File: src/rtl/tensor_core_sequencer_if.sv
// Byte-stream link between a host and the tensor core sequencer:
// command, operand input and result output channels, each valid/ready.
interface tensor_core_sequencer_if #(
  parameter int DATA_WIDTH = 8
);
  logic                  cmd_valid;
  logic [2:0]            cmd_op;
  logic                  cmd_ready;
  logic                  in_valid;
  logic [DATA_WIDTH-1:0] in_data;
  logic                  in_ready;
  logic                  out_valid;
  logic [DATA_WIDTH-1:0] out_data;
  logic                  out_last;
  logic                  out_ready;

  modport master (
    output cmd_valid, cmd_op, in_valid, in_data, out_ready,
    input  cmd_ready, in_ready, out_valid, out_data, out_last
  );

  modport slave (
    input  cmd_valid, cmd_op, in_valid, in_data, out_ready,
    output cmd_ready, in_ready, out_valid, out_data, out_last
  );
endinterface

File: src/rtl/tensor_core_sequencer.sv
// Host-side sequencer for the 3x3 tensor core: load A/B, start, wait, drain results.
// Optional opcode checking with op_error port: define TENSOR_CORE_SEQ_OP_CHECK_EN.
module tensor_core_sequencer #(
  parameter int DATA_WIDTH     = 8,
  parameter int COMPUTE_CYCLES = 10
) (
  input  logic                                 tensor_core_clock,
  input  logic                                 reset_n_in,
  tensor_core_sequencer_if.slave               bus,
  input  logic                                 abort_in,
  output logic                                 busy,
  output logic [2:0][2:0][DATA_WIDTH-1:0]      core_input1,
  output logic [2:0][2:0][DATA_WIDTH-1:0]      core_input2,
  output logic                                 core_write_enable,
  output logic                                 core_start,
  output logic [2:0]                           core_operation_select,
  output logic                                 core_reset,
  input  logic [2:0][2:0][DATA_WIDTH-1:0]      core_output
`ifdef TENSOR_CORE_SEQ_OP_CHECK_EN
  ,
  output logic                                 op_error
`endif
);

  typedef enum logic [2:0] {S_IDLE, S_LOAD, S_START, S_WAIT, S_DRAIN} state_t;
  typedef logic [2:0][2:0][DATA_WIDTH-1:0] mat_t;

  localparam logic [7:0] WAIT_LOAD = 8'(COMPUTE_CYCLES - 1);

  state_t     state, state_n;
  logic [1:0] row, row_n, col, col_n;
  logic       sel_b, sel_b_n;
  logic [7:0] wait_cnt, wait_n;
  logic [2:0] op_q, op_n;
  mat_t       a_q, a_n, b_q, b_n, res_q, res_n;
  logic       idle_q, in_ready_q, out_valid_q, out_last_q;
`ifdef TENSOR_CORE_SEQ_OP_CHECK_EN
  logic       op_err_n;
`endif

  // Row-major walk over a 3x3 matrix, shared by LOAD and DRAIN.
  logic       col_wrap, mat_wrap;
  logic [1:0] col_inc, row_inc;
  assign col_wrap = (col == 2'd2);
  assign mat_wrap = col_wrap && (row == 2'd2);
  assign col_inc  = col_wrap ? 2'd0 : col + 2'd1;
  assign row_inc  = col_wrap ? ((row == 2'd2) ? 2'd0 : row + 2'd1) : row;

  always_comb begin
    // NOTE: every signal written here gets a default first so no path leaves it unassigned (no latch).
    state_n  = state;
    row_n    = row;
    col_n    = col;
    sel_b_n  = sel_b;
    wait_n   = wait_cnt;
    op_n     = op_q;
    a_n      = a_q;
    b_n      = b_q;
    res_n    = res_q;
`ifdef TENSOR_CORE_SEQ_OP_CHECK_EN
    op_err_n = 1'b0;
`endif
    if (abort_in) begin
      state_n = S_IDLE;
      row_n   = 2'd0;
      col_n   = 2'd0;
      sel_b_n = 1'b0;
      wait_n  = 8'd0;
    end else begin
      unique case (state)
        S_IDLE: begin
          if (bus.cmd_valid) begin
`ifdef TENSOR_CORE_SEQ_OP_CHECK_EN
            if (bus.cmd_op > 3'd2) begin
              op_err_n = 1'b1;
            end else begin
              op_n    = bus.cmd_op;
              state_n = S_LOAD;
              row_n   = 2'd0;
              col_n   = 2'd0;
              sel_b_n = 1'b0;
            end
`else
            op_n    = bus.cmd_op;
            state_n = S_LOAD;
            row_n   = 2'd0;
            col_n   = 2'd0;
            sel_b_n = 1'b0;
`endif
          end
        end
        S_LOAD: begin
          if (bus.in_valid) begin
            if (sel_b) b_n[row][col] = bus.in_data;
            else       a_n[row][col] = bus.in_data;
            col_n = col_inc;
            row_n = row_inc;
            if (mat_wrap) begin
              if (sel_b) state_n = S_START;
              sel_b_n = 1'b1;
            end
          end
        end
        S_START: begin
          state_n = S_WAIT;
          wait_n  = WAIT_LOAD;
        end
        S_WAIT: begin
          if (wait_cnt == 8'd0) begin
            res_n   = core_output;
            state_n = S_DRAIN;
            row_n   = 2'd0;
            col_n   = 2'd0;
          end else begin
            wait_n = wait_cnt - 8'd1;
          end
        end
        S_DRAIN: begin
          if (bus.out_ready) begin
            col_n = col_inc;
            row_n = row_inc;
            if (mat_wrap) state_n = S_IDLE;
          end
        end
        default: state_n = S_IDLE;
      endcase
    end
  end

  // Outputs are decoded from the next-state values so they are registered yet aligned with state.
  always_ff @(posedge tensor_core_clock or negedge reset_n_in) begin
    if (!reset_n_in) begin
      // NOTE: operand/result buffers are small flop arrays and must read 0 after reset, so they are reset here.
      state             <= S_IDLE;
      row               <= 2'd0;
      col               <= 2'd0;
      sel_b             <= 1'b0;
      wait_cnt          <= 8'd0;
      op_q              <= 3'd0;
      a_q               <= '0;
      b_q               <= '0;
      res_q             <= '0;
      idle_q            <= 1'b1;
      in_ready_q        <= 1'b0;
      out_valid_q       <= 1'b0;
      out_last_q        <= 1'b0;
      busy              <= 1'b0;
      core_write_enable <= 1'b0;
      core_start        <= 1'b0;
      core_reset        <= 1'b0;
`ifdef TENSOR_CORE_SEQ_OP_CHECK_EN
      op_error          <= 1'b0;
`endif
    end else begin
      // NOTE: state is updated with non-blocking assignments only; blocking ones belong in always_comb.
      state             <= state_n;
      row               <= row_n;
      col               <= col_n;
      sel_b             <= sel_b_n;
      wait_cnt          <= wait_n;
      op_q              <= op_n;
      a_q               <= a_n;
      b_q               <= b_n;
      res_q             <= res_n;
      idle_q            <= (state_n == S_IDLE);
      in_ready_q        <= (state_n == S_LOAD);
      out_valid_q       <= (state_n == S_DRAIN);
      out_last_q        <= (state_n == S_DRAIN) && (row_n == 2'd2) && (col_n == 2'd2);
      busy              <= (state_n != S_IDLE);
      core_write_enable <= (state_n == S_LOAD);
      core_start        <= (state_n == S_START);
      core_reset        <= abort_in;
`ifdef TENSOR_CORE_SEQ_OP_CHECK_EN
      op_error          <= op_err_n;
`endif
    end
  end

  // A command arriving together with an abort is refused in the same cycle.
  assign bus.cmd_ready         = idle_q && !(abort_in && bus.cmd_valid);
  assign bus.in_ready          = in_ready_q;
  assign bus.out_valid         = out_valid_q;
  assign bus.out_last          = out_last_q;
  assign bus.out_data          = out_valid_q ? res_q[row][col] : '0;
  assign core_input1           = a_q;
  assign core_input2           = b_q;
  assign core_operation_select = op_q;

endmodule

File: src/flat_wrapper.sv
// flat-port wrapper written by rule: the top's interface ports become plain ports
module tensor_core_sequencer_flat 
#(
  parameter int DATA_WIDTH     = 8,
  parameter int COMPUTE_CYCLES = 10
)
  (tensor_core_clock, reset_n_in, abort_in, busy, core_input1, core_input2, core_write_enable, core_start, core_operation_select, core_reset, core_output, bus_cmd_valid, bus_cmd_op, bus_in_valid, bus_in_data, bus_out_ready, bus_cmd_ready, bus_in_ready, bus_out_valid, bus_out_data, bus_out_last);
  tensor_core_sequencer_if #(.DATA_WIDTH(DATA_WIDTH)) bus_i ();
  input  logic tensor_core_clock;
  input  logic reset_n_in;
  input  logic abort_in;
  output logic busy;
  output logic [2:0][2:0][DATA_WIDTH-1:0] core_input1;
  output logic [2:0][2:0][DATA_WIDTH-1:0] core_input2;
  output logic core_write_enable;
  output logic core_start;
  output logic [2:0] core_operation_select;
  output logic core_reset;
  input  logic [2:0][2:0][DATA_WIDTH-1:0] core_output;
  input wire logic [$bits(bus_i.cmd_valid)-1:0] bus_cmd_valid;
  input wire logic [$bits(bus_i.cmd_op)-1:0] bus_cmd_op;
  input wire logic [$bits(bus_i.in_valid)-1:0] bus_in_valid;
  input wire logic [$bits(bus_i.in_data)-1:0] bus_in_data;
  input wire logic [$bits(bus_i.out_ready)-1:0] bus_out_ready;
  output wire logic [$bits(bus_i.cmd_ready)-1:0] bus_cmd_ready;
  output wire logic [$bits(bus_i.in_ready)-1:0] bus_in_ready;
  output wire logic [$bits(bus_i.out_valid)-1:0] bus_out_valid;
  output wire logic [$bits(bus_i.out_data)-1:0] bus_out_data;
  output wire logic [$bits(bus_i.out_last)-1:0] bus_out_last;
  assign bus_i.cmd_valid = bus_cmd_valid;
  assign bus_i.cmd_op = bus_cmd_op;
  assign bus_i.in_valid = bus_in_valid;
  assign bus_i.in_data = bus_in_data;
  assign bus_i.out_ready = bus_out_ready;
  assign bus_cmd_ready = bus_i.cmd_ready;
  assign bus_in_ready = bus_i.in_ready;
  assign bus_out_valid = bus_i.out_valid;
  assign bus_out_data = bus_i.out_data;
  assign bus_out_last = bus_i.out_last;
  tensor_core_sequencer #(.DATA_WIDTH(DATA_WIDTH), .COMPUTE_CYCLES(COMPUTE_CYCLES)) u_core (.tensor_core_clock(tensor_core_clock), .reset_n_in(reset_n_in), .bus(bus_i), .abort_in(abort_in), .busy(busy), .core_input1(core_input1), .core_input2(core_input2), .core_write_enable(core_write_enable), .core_start(core_start), .core_operation_select(core_operation_select), .core_reset(core_reset), .core_output(core_output));
endmodule
File: config.mk
export PLATFORM = sky130hd
export DESIGN_NAME = tensor_core_sequencer_flat
export DESIGN_NICKNAME = d
export VERILOG_FILES = /design/src/rtl/tensor_core_sequencer_if.sv /design/src/rtl/tensor_core_sequencer.sv /design/src/flat_wrapper.sv
export SDC_FILE = /design/constraint.sdc
export NUM_CORES = 1
export LEC_CHECK = 0
export ABC_AREA = 1
export BUFFER_PORTS_ARGS = -buffer_cell sky130_fd_sc_hd__clkbuf_2
export CORE_ASPECT_RATIO = 1.4
export CORE_MARGIN = 5
export CORE_UTILIZATION = 35
export CTS_CLUSTER_DIAMETER = 60
export DETAILED_ROUTE_END_ITERATION = 12
export GPL_ROUTABILITY_DRIVEN = 1
export PLACE_DENSITY = 0.68
export SLEW_MARGIN = 15
export SYNTH_ARGS = -nofsm -noshare
export SYNTH_HDL_FRONTEND = slang
export SYNTH_SLANG_ARGS = --single-unit
File: constraint.sdc
create_clock -name tensor_core_clock -period 2.65 [get_ports tensor_core_clock]
set_input_delay 0.795 -clock tensor_core_clock [delete_from_list [all_inputs] [get_ports tensor_core_clock]]
set_output_delay 0.795 -clock tensor_core_clock [all_outputs]
set_load 0.005 [all_outputs]
==> impl_metrics.yaml <==
global_routing:
  grt_pass1_vias: 7854
  grt-ovfl-total: 0
  grt_pass1_wl_mm: 45.37
  grt_usage_pct: 18.38
  antenna_found_initial: 1
  grt_max_degree: 73
outcome:
  violations: "setup timing"
  outcome: "finished, violations left"
pwr:
  powerDensity_nw_per_um2: 614.0
  p_sw_w: 0.001759
  peakVddDrop_mv: 0.3799
  power_frac_clock_pct: 45.7
  leakage_nw: 6.852
  internal-power_w: 0.006116
  swShare_pct: 22.34
  power_frac_seq_pct: 48.5
  combPwrFrac_pct: 5.8
logic_synthesis:
  synth_area_um2: 9836
  synth_cell_types: 30
  postSynthAreaPerCell_um2: 10.12
  syn_inst: 972
  synth-edff-count: 0
  ys_seq_elements: 242
  yosysTopAreaCellShare_pct: 61.32
  yosysSeqAreaShare_pct: 61.58
  synth_warnings: 0
  synth-main-ff-cell: "dfrtp_1"
  synth_top_area_cell: "dfrtp_1"
  synth_nets: 1062
  async_reset_ff_share_pct: 100.0
  synth_area_leaders: "dfrtp_1 (61%), nand2_1 (12%), mux2_2 (8.6%)"
detailed_routing:
  wirelength_mm: 29.44
  vias: 7915
  vias_per_cell: 4.800
  antenna_left: 0
  wl_per_cell_um: 17.86
  dr.pass1.iters: 4
  drt_drc_violations_left: 0
  drt_iter0_markers: 415
clock_network:
  cts_tree: "built"
  clkSinkCount: 242
  clk_path_buf_depth: 3
  numCtsBuffers: 24
  worstSkewPairLatency_ns: 0.51
  cts_hold_buffers: 0
  cts.clk_slew.worst_paths_ns: 0.07
  cts-root-buf: "clkbuf_16"
  htree_levels: 1
floorplanning:
  fp.dieW_um: 151.7
  die-area_um2: 31600
  initial_utilization_pct: 35.56
  io_pins: 252
  fp-row-count: 72
  core_area_um2: 27660
  die_h_um: 208.4
sta:
  hold_viol: 0
  worst_slew_pin_slew_ns: 0.8116
  final_max_slew_viol_count: 0
  whs_ns: 0.1931
  fin_setup_tns_ns: -0.9027
  relSlewSlack_pct: 45.84
  fmax_mhz: 355.5
  skew_ns: 0.008585
  setup_viol: 8
  layout_setup_ws_ns: -0.1632
  fin_crit_sh_pct: 106.2
  post-route-min-period_ns: 2.813
  rsz0062_at_grt: "true"
critical_path:
  critPathCapture: "bus_out_data[4]"
  required_ns: 1.86
  crit_path_frequent_cell: "nand2_1"
  r2r_end: "u_core.core_input2[2]"
  start_kind: "flop"
  rr_startpoint: "u_core.state[2]"
  slowest_stage: "dfrtp_2"
  worst_setup_path_end_kind: "output pin"
  cp-startpoint: "u_core.row[0]"
  cp_top_family: "simple AND/OR/NAND/NOR gates"
  critPathBufInv: 3
  r2r_cells: 8
  worstPathCellList: "nor2_4, inv_2, nor2_4, nand2_1, nand3_2, a21oi_2, nand2_1, nand2_1, inv_1, clkbuf_2"
  path_class: "reg2out"
  path_depth: 10
  cp_max_fo: 5
  worstPathArrival_ns: 2.02
  cpPeakStageDelay_ns: 0.47
  reg2reg_slack_ns: 0.42
finish:
  final_cell_mix: "nand2_1 (290), clkbuf_2 (249), dfrtp_1 (238), o21ai_0 (149), mux2_2 (75)"
  drive_gt1_share_pct: 37.76
  nets: 1351
  n_antenna_cell: 0
  layout_commonest_cell: "nand2_1"
  finalInstanceArea_um2: 12830
  utilization_pct: 46.38
  area_growth_pct: 30.40
placement:
  post-place-ws_ns: -0.1072
  io_buffer_count: 251
  place_hpwl_mm: 20.79
  placement.cell_area_um2: 11600
  place.gp.congestion: 0.8082
run:
  drv_cap: 0
worst_hold_path:
  hold_class: "in2async"
## registers in the layout (all words and copies together), names as in the netlist
name                          count
u_core.bus.out_last               1
u_core.res_q                     72
u_core.busy                       1
u_core.bus.out_valid              1
u_core.core_write_enable          1
u_core.core_input2               72
u_core.core_reset                 1
u_core.wait_cnt                   8
u_core.idle_q                     1
u_core.state                      3
u_core.core_start                 1
u_core.col                        2
u_core.core_operation_select      3
u_core.core_input1               72
u_core.row                        2
u_core.sel_b                      1
## metal layers
layer,share of wire [%],wire length [um],GRT usage (%),vias to the layer above
li1,-,-,-,3763
met1,40,11870,23.21,3881
met2,51,15010,31.69,209
met3,4.8,1425,2.808,60
met4,3.8,1121,6.636,2
met5,0.044,13,0,-
## repair_timing
action	4_1_cts	5_1_grt
pin swaps	10	13
setup endpoints to repair	8	8
gates resized for setup	54	14
setup buffers	17	5
## synth_stat cells (2+ instances only)
cell and instances:
a21oi_1 13, buf_2 18, buf_6 9, clkbuf_1 13, dfrtp_1 241, inv_1 52
inv_2 2, mux2_2 75, nand2_1 305, nand3_1 35, nand3b_1 2, nand4_1 4
nor2_1 20, nor2_2 7, nor3_1 3, nor3_4 2, o2111ai_1 2, o21ai_0 149
o21ai_1 6, o22ai_1 2, xnor2_1 2, xor2_1 2
## cell type report
class	count	area, um^2
sequential	242	6061
tap	370	462.9
fill	2599	14830
clock inverter	12	148.9
inverter	54	214.0
clock buffer	32	701.9
timing repair buffer	304	1734
multi-input combinational	635	3503
## metrics by stage
stage	cells	total power, W
floorplan	972	0.004026
global placement	1583	0.004329
detailed placement	1583	0.004342
CTS	1644	0.007990
global route	1649	0.008197
finish	1649	0.007875
## cells by family after synthesis
group           share of synthesized area, %
compound gates                         9.083
simple gates                           15.68
fa+ha+maj                             0.1272
buf+inv                                4.580
flops                                  61.58
mux                                    8.587
xor+xnor                              0.3563
## worst min path at each step
stage	endpoint	cells past startpoint
after floorplan	u_core.core_input1[13]	2
after global placement	u_core.core_input2[63]	2
after detailed placement	u_core.core_input1[22]	2
after CTS	u_core.res_q[34]	1
after global routing	u_core.res_q[33]	1
final	u_core.res_q[33]	1
## power groups by stage
| stage | Combinational (W) | Sequential [W] | Clock, W |
|---|---|---|---|
| after floorplan | 0.000136 | 0.00389 | 0 |
| after global placement | 0.000441 | 0.00389 | 0 |
| after global routing | 0.000512 | 0.00383 | 0.00386 |
| after CTS | 0.000463 | 0.00382 | 0.00370 |
| final | 0.000456 | 0.00382 | 0.00360 |
| after detailed placement | 0.000450 | 0.00389 | 0 |
(Power assumes the default switching activity.)
